**src/rtl/f5_sweep_pkg.sv**
```systemverilog
// f5_pkg: shared state encoding and constants for the f5_sweep truth-table sequencer
package f5_pkg;
    typedef enum logic [1:0] {
        IDLE   = 2'd0,
        DRIVE  = 2'd1,
        SAMPLE = 2'd2,
        DONE   = 2'd3
    } state_t;
    localparam logic [3:0] F5_EXPECT_IMPL = 4'b1011;
    localparam int F5_CNT_W = 4;
endpackage

```
**src/rtl/f5_settle_timer.sv**
```systemverilog
// f5_settle_timer: loadable down-counter that holds at zero and flags it
module f5_settle_timer import f5_pkg::*; (
    input  logic                clk,
    input  logic                reset,
    input  logic                load,
    input  logic [F5_CNT_W-1:0] value,
    output logic                zero
);
    logic [F5_CNT_W-1:0] cnt;
    always_ff @(posedge clk or posedge reset)
        if (reset) cnt <= '0;
        else if (load) cnt <= value;
        else if (!zero) cnt <= cnt - 1'b1;
    assign zero = cnt == '0;
endmodule

```
**src/rtl/f5_sweep.sv**
```systemverilog
// f5_sweep: drives a two-input gate through minterms 0..3 and checks s against EXPECT.
// Define F5_SWEEP_FIRSTFAIL_EN to add the first-mismatch capture outputs fail_v/fail_m.
module f5_sweep import f5_pkg::*; #(
    parameter int         SETTLE = 1,
    parameter logic [3:0] EXPECT = F5_EXPECT_IMPL
) (
    input  logic       clk,
    input  logic       reset,
    input  logic       start,
    input  logic       s,
    output logic       a,
    output logic       b,
    output logic [1:0] m,
    output logic       busy,
    output logic       done,
    output logic       pass,
    output logic [3:0] ok_mask,
    output logic [2:0] err_count
`ifdef F5_SWEEP_FIRSTFAIL_EN
    ,
    output logic       fail_v,
    output logic [1:0] fail_m
`endif
);
    state_t state;
    logic accept, load, zero, hit;
    logic [F5_CNT_W-1:0] reload;
    assign accept = state == IDLE && start;
    assign load   = accept || state == SAMPLE;
    assign reload = F5_CNT_W'(SETTLE - 1);
    assign hit    = s == EXPECT[m];
    f5_settle_timer u_timer (
        .clk   (clk),
        .reset (reset),
        .load  (load),
        .value (reload),
        .zero  (zero)
    );
    // pass is formed on the last SAMPLE edge so it is valid together with done
    always_ff @(posedge clk or posedge reset)
        if (reset) begin
            state     <= IDLE;
            a         <= 1'b0;
            b         <= 1'b0;
            m         <= 2'd0;
            busy      <= 1'b0;
            done      <= 1'b0;
            pass      <= 1'b0;
            ok_mask   <= 4'd0;
            err_count <= 3'd0;
        end else begin
            done <= 1'b0;
            case (state)
                IDLE: if (start) begin
                    state     <= DRIVE;
                    {a, b}    <= 2'b00;
                    m         <= 2'd0;
                    busy      <= 1'b1;
                    pass      <= 1'b0;
                    ok_mask   <= 4'd0;
                    err_count <= 3'd0;
                end
                DRIVE: if (zero) state <= SAMPLE;
                SAMPLE: begin
                    ok_mask[m] <= hit;
                    err_count  <= err_count + {2'b00, !hit};
                    if (m == 2'd3) begin
                        state <= DONE;
                        done  <= 1'b1;
                        pass  <= &ok_mask[2:0] & hit;
                    end else begin
                        state  <= DRIVE;
                        m      <= m + 2'd1;
                        {a, b} <= m + 2'd1;
                    end
                end
                DONE: begin
                    state <= IDLE;
                    busy  <= 1'b0;
                end
            endcase
        end
`ifdef F5_SWEEP_FIRSTFAIL_EN
    always_ff @(posedge clk or posedge reset)
        if (reset) begin
            fail_v <= 1'b0;
            fail_m <= 2'd0;
        end else if (accept) begin
            fail_v <= 1'b0;
            fail_m <= 2'd0;
        end else if (state == SAMPLE && !hit && !fail_v) begin
            fail_v <= 1'b1;
            fail_m <= m;
        end
`endif
endmodule

```
**config.mk**
```make
export PLATFORM = sky130hd
export DESIGN_NAME = f5_sweep
export DESIGN_NICKNAME = d
export VERILOG_FILES = /design/src/rtl/f5_sweep_pkg.sv /design/src/rtl/f5_settle_timer.sv /design/src/rtl/f5_sweep.sv
export SDC_FILE = /design/constraint.sdc
export NUM_CORES = 1
export LEC_CHECK = 0
export ABC_AREA = 1
export BUFFER_PORTS_ARGS = -buffer_cell sky130_fd_sc_hd__buf_2
export CORE_UTILIZATION = 30
export DETAILED_ROUTE_END_ITERATION = 10
export GPL_TIMING_DRIVEN = 1
export PLACE_DENSITY = 0.54
export SKIP_CTS_REPAIR_TIMING = 1
export SKIP_LAST_GASP = 1
export SLEW_MARGIN = 15
export SYNTH_ARGS = -nofsm -noshare
export SYNTH_HDL_FRONTEND = slang
export SYNTH_HIERARCHICAL = 1
export SYNTH_SLANG_ARGS = --single-unit
```
**constraint.sdc**
```tcl
create_clock -name clk -period 3.6 [get_ports clk]
set_clock_uncertainty 0.2 [all_clocks]
set_input_delay 0.18 -clock clk [delete_from_list [all_inputs] [get_ports clk]]
set_output_delay 0.18 -clock clk [all_outputs]
set_load 0.005 [all_outputs]
```
# Word level (Yosys, flattened, before mapping)
# Cells that the tools add are included.
# W data, S select, Z words.
# totals
ff_bits	20
in_bits	4
out_inout_bits	14
wordCells	69
# op_classes
add_sub_neg	3
order_cmp	2
eq_ne	10
n_mux	29
bitwise_logic	1
n_reduce_logical	14
# ops
op	n
$mux W4	3
$mux W2	5
$mux W1	9
$reduce_and A3 Y1	3
$pmux W1 S2	4
$pmux W2 S4	1
$pmux W4 S2	1
$eq A2 B2 Y1 const B	3
$ne A2 B2 Y1 const B	3
$pmux W3 S2	1
$reduce_and A2 Y1	3
$bwmux W4	1
$logic_not A4 Y1	1
$ne A2 B1 Y1 const B	2
$pmux W2 S2	1
$reduce_bool A2 Y1	2
$sub A4 B1 Y4 const B	1
$add A3 B1 Y3	1
$lt A2 B3 Y1 const B	1
$mux W3	1
$add A2 B1 Y2 const B	1
$bmux W1 S2	1
$demux W1 S2	1
$eq A2 B1 Y1 const B	1
other kinds (7)	8

# Logic depth before layout (Yosys ltp)
# Gate-level depths: netlist of the first run.
# logic_depth
ltp_word	6
mapped_depth	8
depth_no_buf	8

# Modules after synthesis
# Netlist of the first run, hierarchy kept.
# by_module_without_submodules
module	instances	cells_each	area_each_um2	seq_area_each_um2
f5_sweep	1	83	735.7	350.3
f5_settle_timer	1	38	259.0	100.1

# Least setup slack after synthesis of the first run
# OpenSTA, ideal clock, no wires.
# synth_timing
path_kind	reg2reg
startpoint	reg, netlist name b
endpoint	reg err_count[2]
setup_time_ps	117
arrival_ps	1636
required_ps	3283
setup_slack_ps	1647
stages_incl_launch_ff	9
n_path_buf	0
period_less_slack_ps	1953
cell_sequence	dfrtp_1 > inv_1 > ha_1 > xnor2_1 > ha_1 > ha_1 > or2_2 > nand3_1 > nand2_1
# synth_lines
element	line	text
end signal, assigned	f5_sweep.sv:66	err_count <= err_count + {2'b00, !hit};
end, declared	f5_sweep.sv:18	output logic [2:0] err_count

==> results of run 1 <==
-- sequential cells by signal, summed over array words and instances, names as in the netlist --
| name | cells |
|---|---|
| b | 1 |
| err_count | 3 |
| pass | 1 |
| done | 1 |
| ok_mask | 4 |
| busy | 1 |
| u_timer/cnt | 4 |
| state | 2 |
| a | 1 |
-- critical path: stages, from the launching register on --
cell and delay, ns:
dfrtp_1 0.45, inv_1 0.12, ha_1 0.24, xnor2_1 0.20, ha_1 0.21, ha_1 0.18
or2_2 0.27, nand3_1 0.06, nand2_1 0.05
-- synth_stat cells --
library cell	n
nand2_1	37
dfrtp_1	18
nand3_1	14
inv_1	12
ha_1	8
o21ai_0	7
inv_2	5
nor2_1	4
o21ai_1	3
buf_4	2
nand2_4	2
nor2_2	2
nor2_4	2
xnor2_1	2
conb_1	1
nand2_2	1
or2_2	1
-- routing by layer --
metal	global-route usage, %	up-vias	routed length (µm)
li1	-	416	-
met5	0	-	0
met3	5.677	2	93
met1	13.82	366	848
met2	21.51	20	930
met4	5.980	0	17
-- cells by family (layout without fill, tap and decap cells) --
group	after synthesis	after routing	synth area share, %
AOI/OAI and AO/OA	10	10	5.031
DFF	18	18	45.28
adders and majority gates	8	8	10.06
other	1	4	0.3770
and+or+nand+nor	63	63	29.56
buffers and inverters	19	38	7.924
xor gates and xnor gates	2	2	1.761
-- per-stage QoR --
| step | hold slack, ns | power (µW) |
|---|---|---|
| final | 0.001330 | 738.7 |
| after detailed placement | -0.1146 | 645.5 |
| after global routing | 0.02151 | 819.4 |
| after global placement | -0.1175 | 636.2 |
| after CTS | -0.4479 | 752.2 |
| after floorplan | -0.2539 | 563.5 |
-- power by group --
group          switching, µW  leakage (µW)  internal, µW  total (µW)
Clock                   63.2     0.0000138          39.0         102
Combinational            189      0.000410           125         314
Sequential              62.6      0.000236           260         322
Total                    315      0.000660           424         739
-- cell type report --
cell class,count,area (µm²),share of cell area [%]
Multi-Input combinational cell,87,476.7,40.97
Sequential cell,18,450.4,38.71
Timing Repair Buffer,18,95.09,8.172
Inverter,17,63.81,5.484
Tap cell,44,55.05,4.731
Clock buffer,3,22.52,1.935
-- path summary, 6_finish.rpt --
| check | startpoint | to | slack [ns] | cells after the start |
|---|---|---|---|---|
| max in group asynchronous | reset | ok_mask[2] | 2.56 | 3 |
| worst max register to register | b | err_count[2] | 1.53 | 8 |
| worst max-delay path | b | err_count[2] | 1.53 | 8 |
| worst min-delay path | start | busy | 0.001 | 3 |
| min in group asynchronous | reset | u_timer/cnt[1] | 0.10 | 3 |
| worst min register to register | pass | pass | 0.31 | 2 |
-- placed cells by master (no fill, tap or decap), drive strengths merged --
cell	count
buf	17
clkbuf	3
conb	4
dfrtp	18
dlygate4sd3	1
ha	8
inv	17
nand2	40
nand3	14
nor2	8
o21ai	10
or2	1
xnor2	2
==> results.md, run 1 <==
- Outcome: finished clean
- DRT antenna net count: 0
- Pre-CTS setup slack: 1.523 ns
- Sequential cell area fraction in the yosys report: 45.28%
- Area share of the largest cell type after synthesis: 45.28%
- Crit Path Category: flop to flop
- Max Cap Violations: 0
- Area growth syn-to-layout: 16.98%
- Clk_lat worst skew: 0.30 ns
- Utilization after layout: 37.50%
- Max Fanout on Critical Path: 7
- Vias per cell: 4.299
- Slew @ Worst Pin: 0.5558 ns
- First-pass GRT wire length: 3.270 mm
- Num CTS Buffers: 3
- Port-buffer cells: 17
- Total GRT Usage: between 10 and 15%
- Maximum vdd ir drop: 329.8 µV
- Synthesized area: 994.7 µm²
- Setup WS post-layout: 1.533 ns
- Slew headroom: 62.91%
- Vias in the first global route: 785
- Vias: ~800
- Post-Place Cells: 183
- Post-synthesis register bit count: 18
- Crit path capture type: flop
- 1st-iter DRT viols: 17
- IO Pins: 18
- Cell variety after synth: 17
- Setup crit start kind: flop
- Routed len/inst: 10.10 µm
- Type of the most critical hold path: input port to flop
- Core Area: slightly above 3000 µm²
- Final hold violations: 0
- Arr. time, crit path: 2.07 ns
- Number of remaining DRC errors: 0
- Ys Warns: 6
- FP Rows: 20
- RSZ-0062 raised after global routing: false
- Post-DP Area: 1131 µm²
- Crit path required time: around 3.6 ns
- Die H: roughly 60 µm
- Synth Area per Inst: 8.221 µm²
- Tmin final: 2.067 ns
- Die footprint: 3550 µm²
- Layout cells sized above 1: 23.08%
- Largest net degree at the start of global routing: 15
- Synth area leader: dfrtp_1
- Clock-pin slew on the worst setup and hold paths: approximately 0.11 ns
- Initial antenna violation count: 0
- Die X: roughly 60 µm
- Initial core utilization: 32.06%
- Power Density: between 600 and 700 nW/µm²
- H-tree depth: 1
- Final GP Congestion: roughly 0.84
- # setup viols final: 0
- Remaining Overflow, GRT: 0
- Final Cycle Share: 57.41%
- Synth area leaders: dfrtp_1 (45%), nand2_1 (14%), ha_1 (10%), nand3_1 (7.0%), inv_1 (4.5%)
- Final std cells w/o fill: 187
- Pre-Repair DR Iteration Count: 4
- Clock Root Buffer: clkbuf_4
- Final #Nets: 157
- Setup TNS: 0 ns
- Clock Sinks: 18
- Slew Limit Fails: 0
- Fillers: ~330
- Fin area: 1164 µm²
- Final WL: 1.889 mm
- Max Freq: 483.8 MHz
- Leak Pwr: 0.0006595 µW
- Antenna cell count: 0
- Post-DP HPWL: 1.480 mm
- CTS tree: done
- Gate Count Post-Synth: 121
- Max Root-Sink Buffers: 2
Note: power is estimated with default switching activity, not from simulation.
==> run 2, diff against run 1 <==
==> constraint.sdc (replaced) <==
create_clock -name clk -period 2.05 [get_ports clk]
set_clock_uncertainty 0.2 [all_clocks]
set_input_delay 0.1025 -clock clk [delete_from_list [all_inputs] [get_ports clk]]
set_output_delay 0.1025 -clock clk [all_outputs]
set_load 0.005 [all_outputs]
==> results.md, run 2 (synthesis results as in run 1) <==
- Outcome: finished clean
- Max Root-Sink Buffers: 2
- Final GP Congestion: 0.7605
- Max Fanout on Critical Path: 3
- Final WL: 1.885 mm
- Maximum vdd ir drop: 384.4 µV
- Num CTS Buffers: 3
- Crit path required time: 2.04 ns
- CP Cell Sequence: inv_1 -> ha_1 -> xnor2_1 -> ha_1 -> ha_1 -> or2_2 -> nand3_1 -> nand2_1
- Final hold violations: 0
- Power Density: 1100 nW/µm²
- Crit-path most repeated cell: ha_1
- Type of the most critical hold path: input port to flop
- Vias per cell: 4.351
- Grt peak-use layer: met2
- Setup WS post-layout: about 0.21 ns
- Setup TNS: 0 ns
- Total GRT Usage: 12.32%
- Setup crit start kind: flop
- Final Cycle Share: 89.67%
- Clock-pin slew on the worst setup and hold paths: approximately 0.10 ns
- Arr. time, crit path: 1.83 ns
- Most frequent cells in the layout: nand2_1 (37), dfrtp_1 (18), buf_2 (17)
- # setup viols final: 0
- Max Freq: about 540 MHz
- First-pass GRT wire length: 3.256 mm
- Routed len/inst: 9.869 µm
- RSZ-0062 raised after global routing: false
- H-tree depth: 1
- Pre-CTS setup slack: 0.2030 ns
- Layout cells sized above 1: roughly a quarter
- Leak Pwr: 0.0006793 µW
- Die H: 59.58 µm
- Die footprint: 3550 µm²
- Initial core utilization: 32.06%
- Pre-Repair DR Iteration Count: 4
- Slowest library cell on the worst path: dfrtp_1
- Area growth syn-to-layout: 20.25%
- 1st-iter DRT viols: 25
- Vias in the first global route: 770
- Largest net degree at the start of global routing: 15
- Final #Nets: 161
- Clk_lat worst skew: 0.28 ns
- CTS tree: done
- Met2 GRT Util: between 20 and 25%
- DRT antenna net count: 0
- Largest registers: ok_mask (4), u_timer/cnt (4), err_count (3)
- CP top delay family: adder cells
- WP buf/inv: 1
- Met1 Track Usage GR: 15.16%
- Delay of the slowest critical-path stage: 0.36 ns
- Post-DP HPWL: 1.462 mm
- Core Area: 3103 µm²
- Number of remaining DRC errors: 0
- Clock Sinks: 18
- Slew Limit Fails: 0
- Slew @ Worst Pin: roughly 0.53 ns
- Antenna cell count: 0
- Port-buffer cells: 17
- Vias: 831
- Commonest non-fill, non-tap cell in the layout: nand2_1
- Max Cap Violations: 0
- Crit path capture type: flop
- Remaining Overflow, GRT: 0
- Slew headroom: 64.30%
- Met3 Use GR: 4.367%
- FP Rows: 20
- Clock Root Buffer: clkbuf_4
- IO Pins: 18
- Crit Path Category: flop to flop
- Initial antenna violation count: 0
- Die X: 59.58 µm
- Tmin final: 1.838 ns
[run 2: per-stage QoR]
stage               power (µW)  cell area [µm²]  hold slack, ns  utilization, %  instances
floorplan                989.5             1006         -0.3314               -        124
global placement          1141             1154         -0.1928           37.18        186
detailed placement        1159             1154         -0.1843           37.18        186
CTS                       1340             1176         -0.5106           37.90        189
global route              1449             1196         0.05130           38.55        191
finish                    1315             1196         0.01401           38.55        191
[run 2: per-layer routing]
layer / vias up / share of wire [%]
met4: 0 / 1.7
met2: 18 / 48
li1: 425 / -
met1: 384 / 46
met5: - / 0
met3: 4 / 4.4
[run 2: final timing paths]
check | start | to | slack [ns] | cells past startpoint
max in group asynchronous | reset | ok_mask[1] | 1.09 | 3
max | b | err_count[2] | 0.21 | 8
min reg2reg | busy | busy | 0.31 | 2
min in group asynchronous | reset | u_timer/cnt[3] | 0.05 | 3
min | s | pass | 0.01 | 6
max reg2reg | b | err_count[2] | 0.21 | 8
[run 2: worst register-to-register path: cells and delay by family, from the launching register on]
family	cells	cell delay, ns
AND/OR/NAND/NOR	3	0.39
flip-flops	1	0.36
buffers and inverters	1	0.07
XOR/XNOR	1	0.15
adder cells (fa/ha/maj)	3	0.58
[run 2: area by class of cell]
type                            count  area, µm²
Sequential cell                    18      450.4
Multi-Input combinational cell     87      476.7
Fill cell                         334       1907
Inverter                           17      63.81
Clock buffer                        3      22.52
Tap cell                           44      55.05
Timing Repair Buffer               22      127.6
[run 2: where the power goes]
part           total, µW  switching (µW)  internal, µW
combinational        594             353           241
sequential           548            91.5           456
clock                174             105          68.2
total               1320             549           766
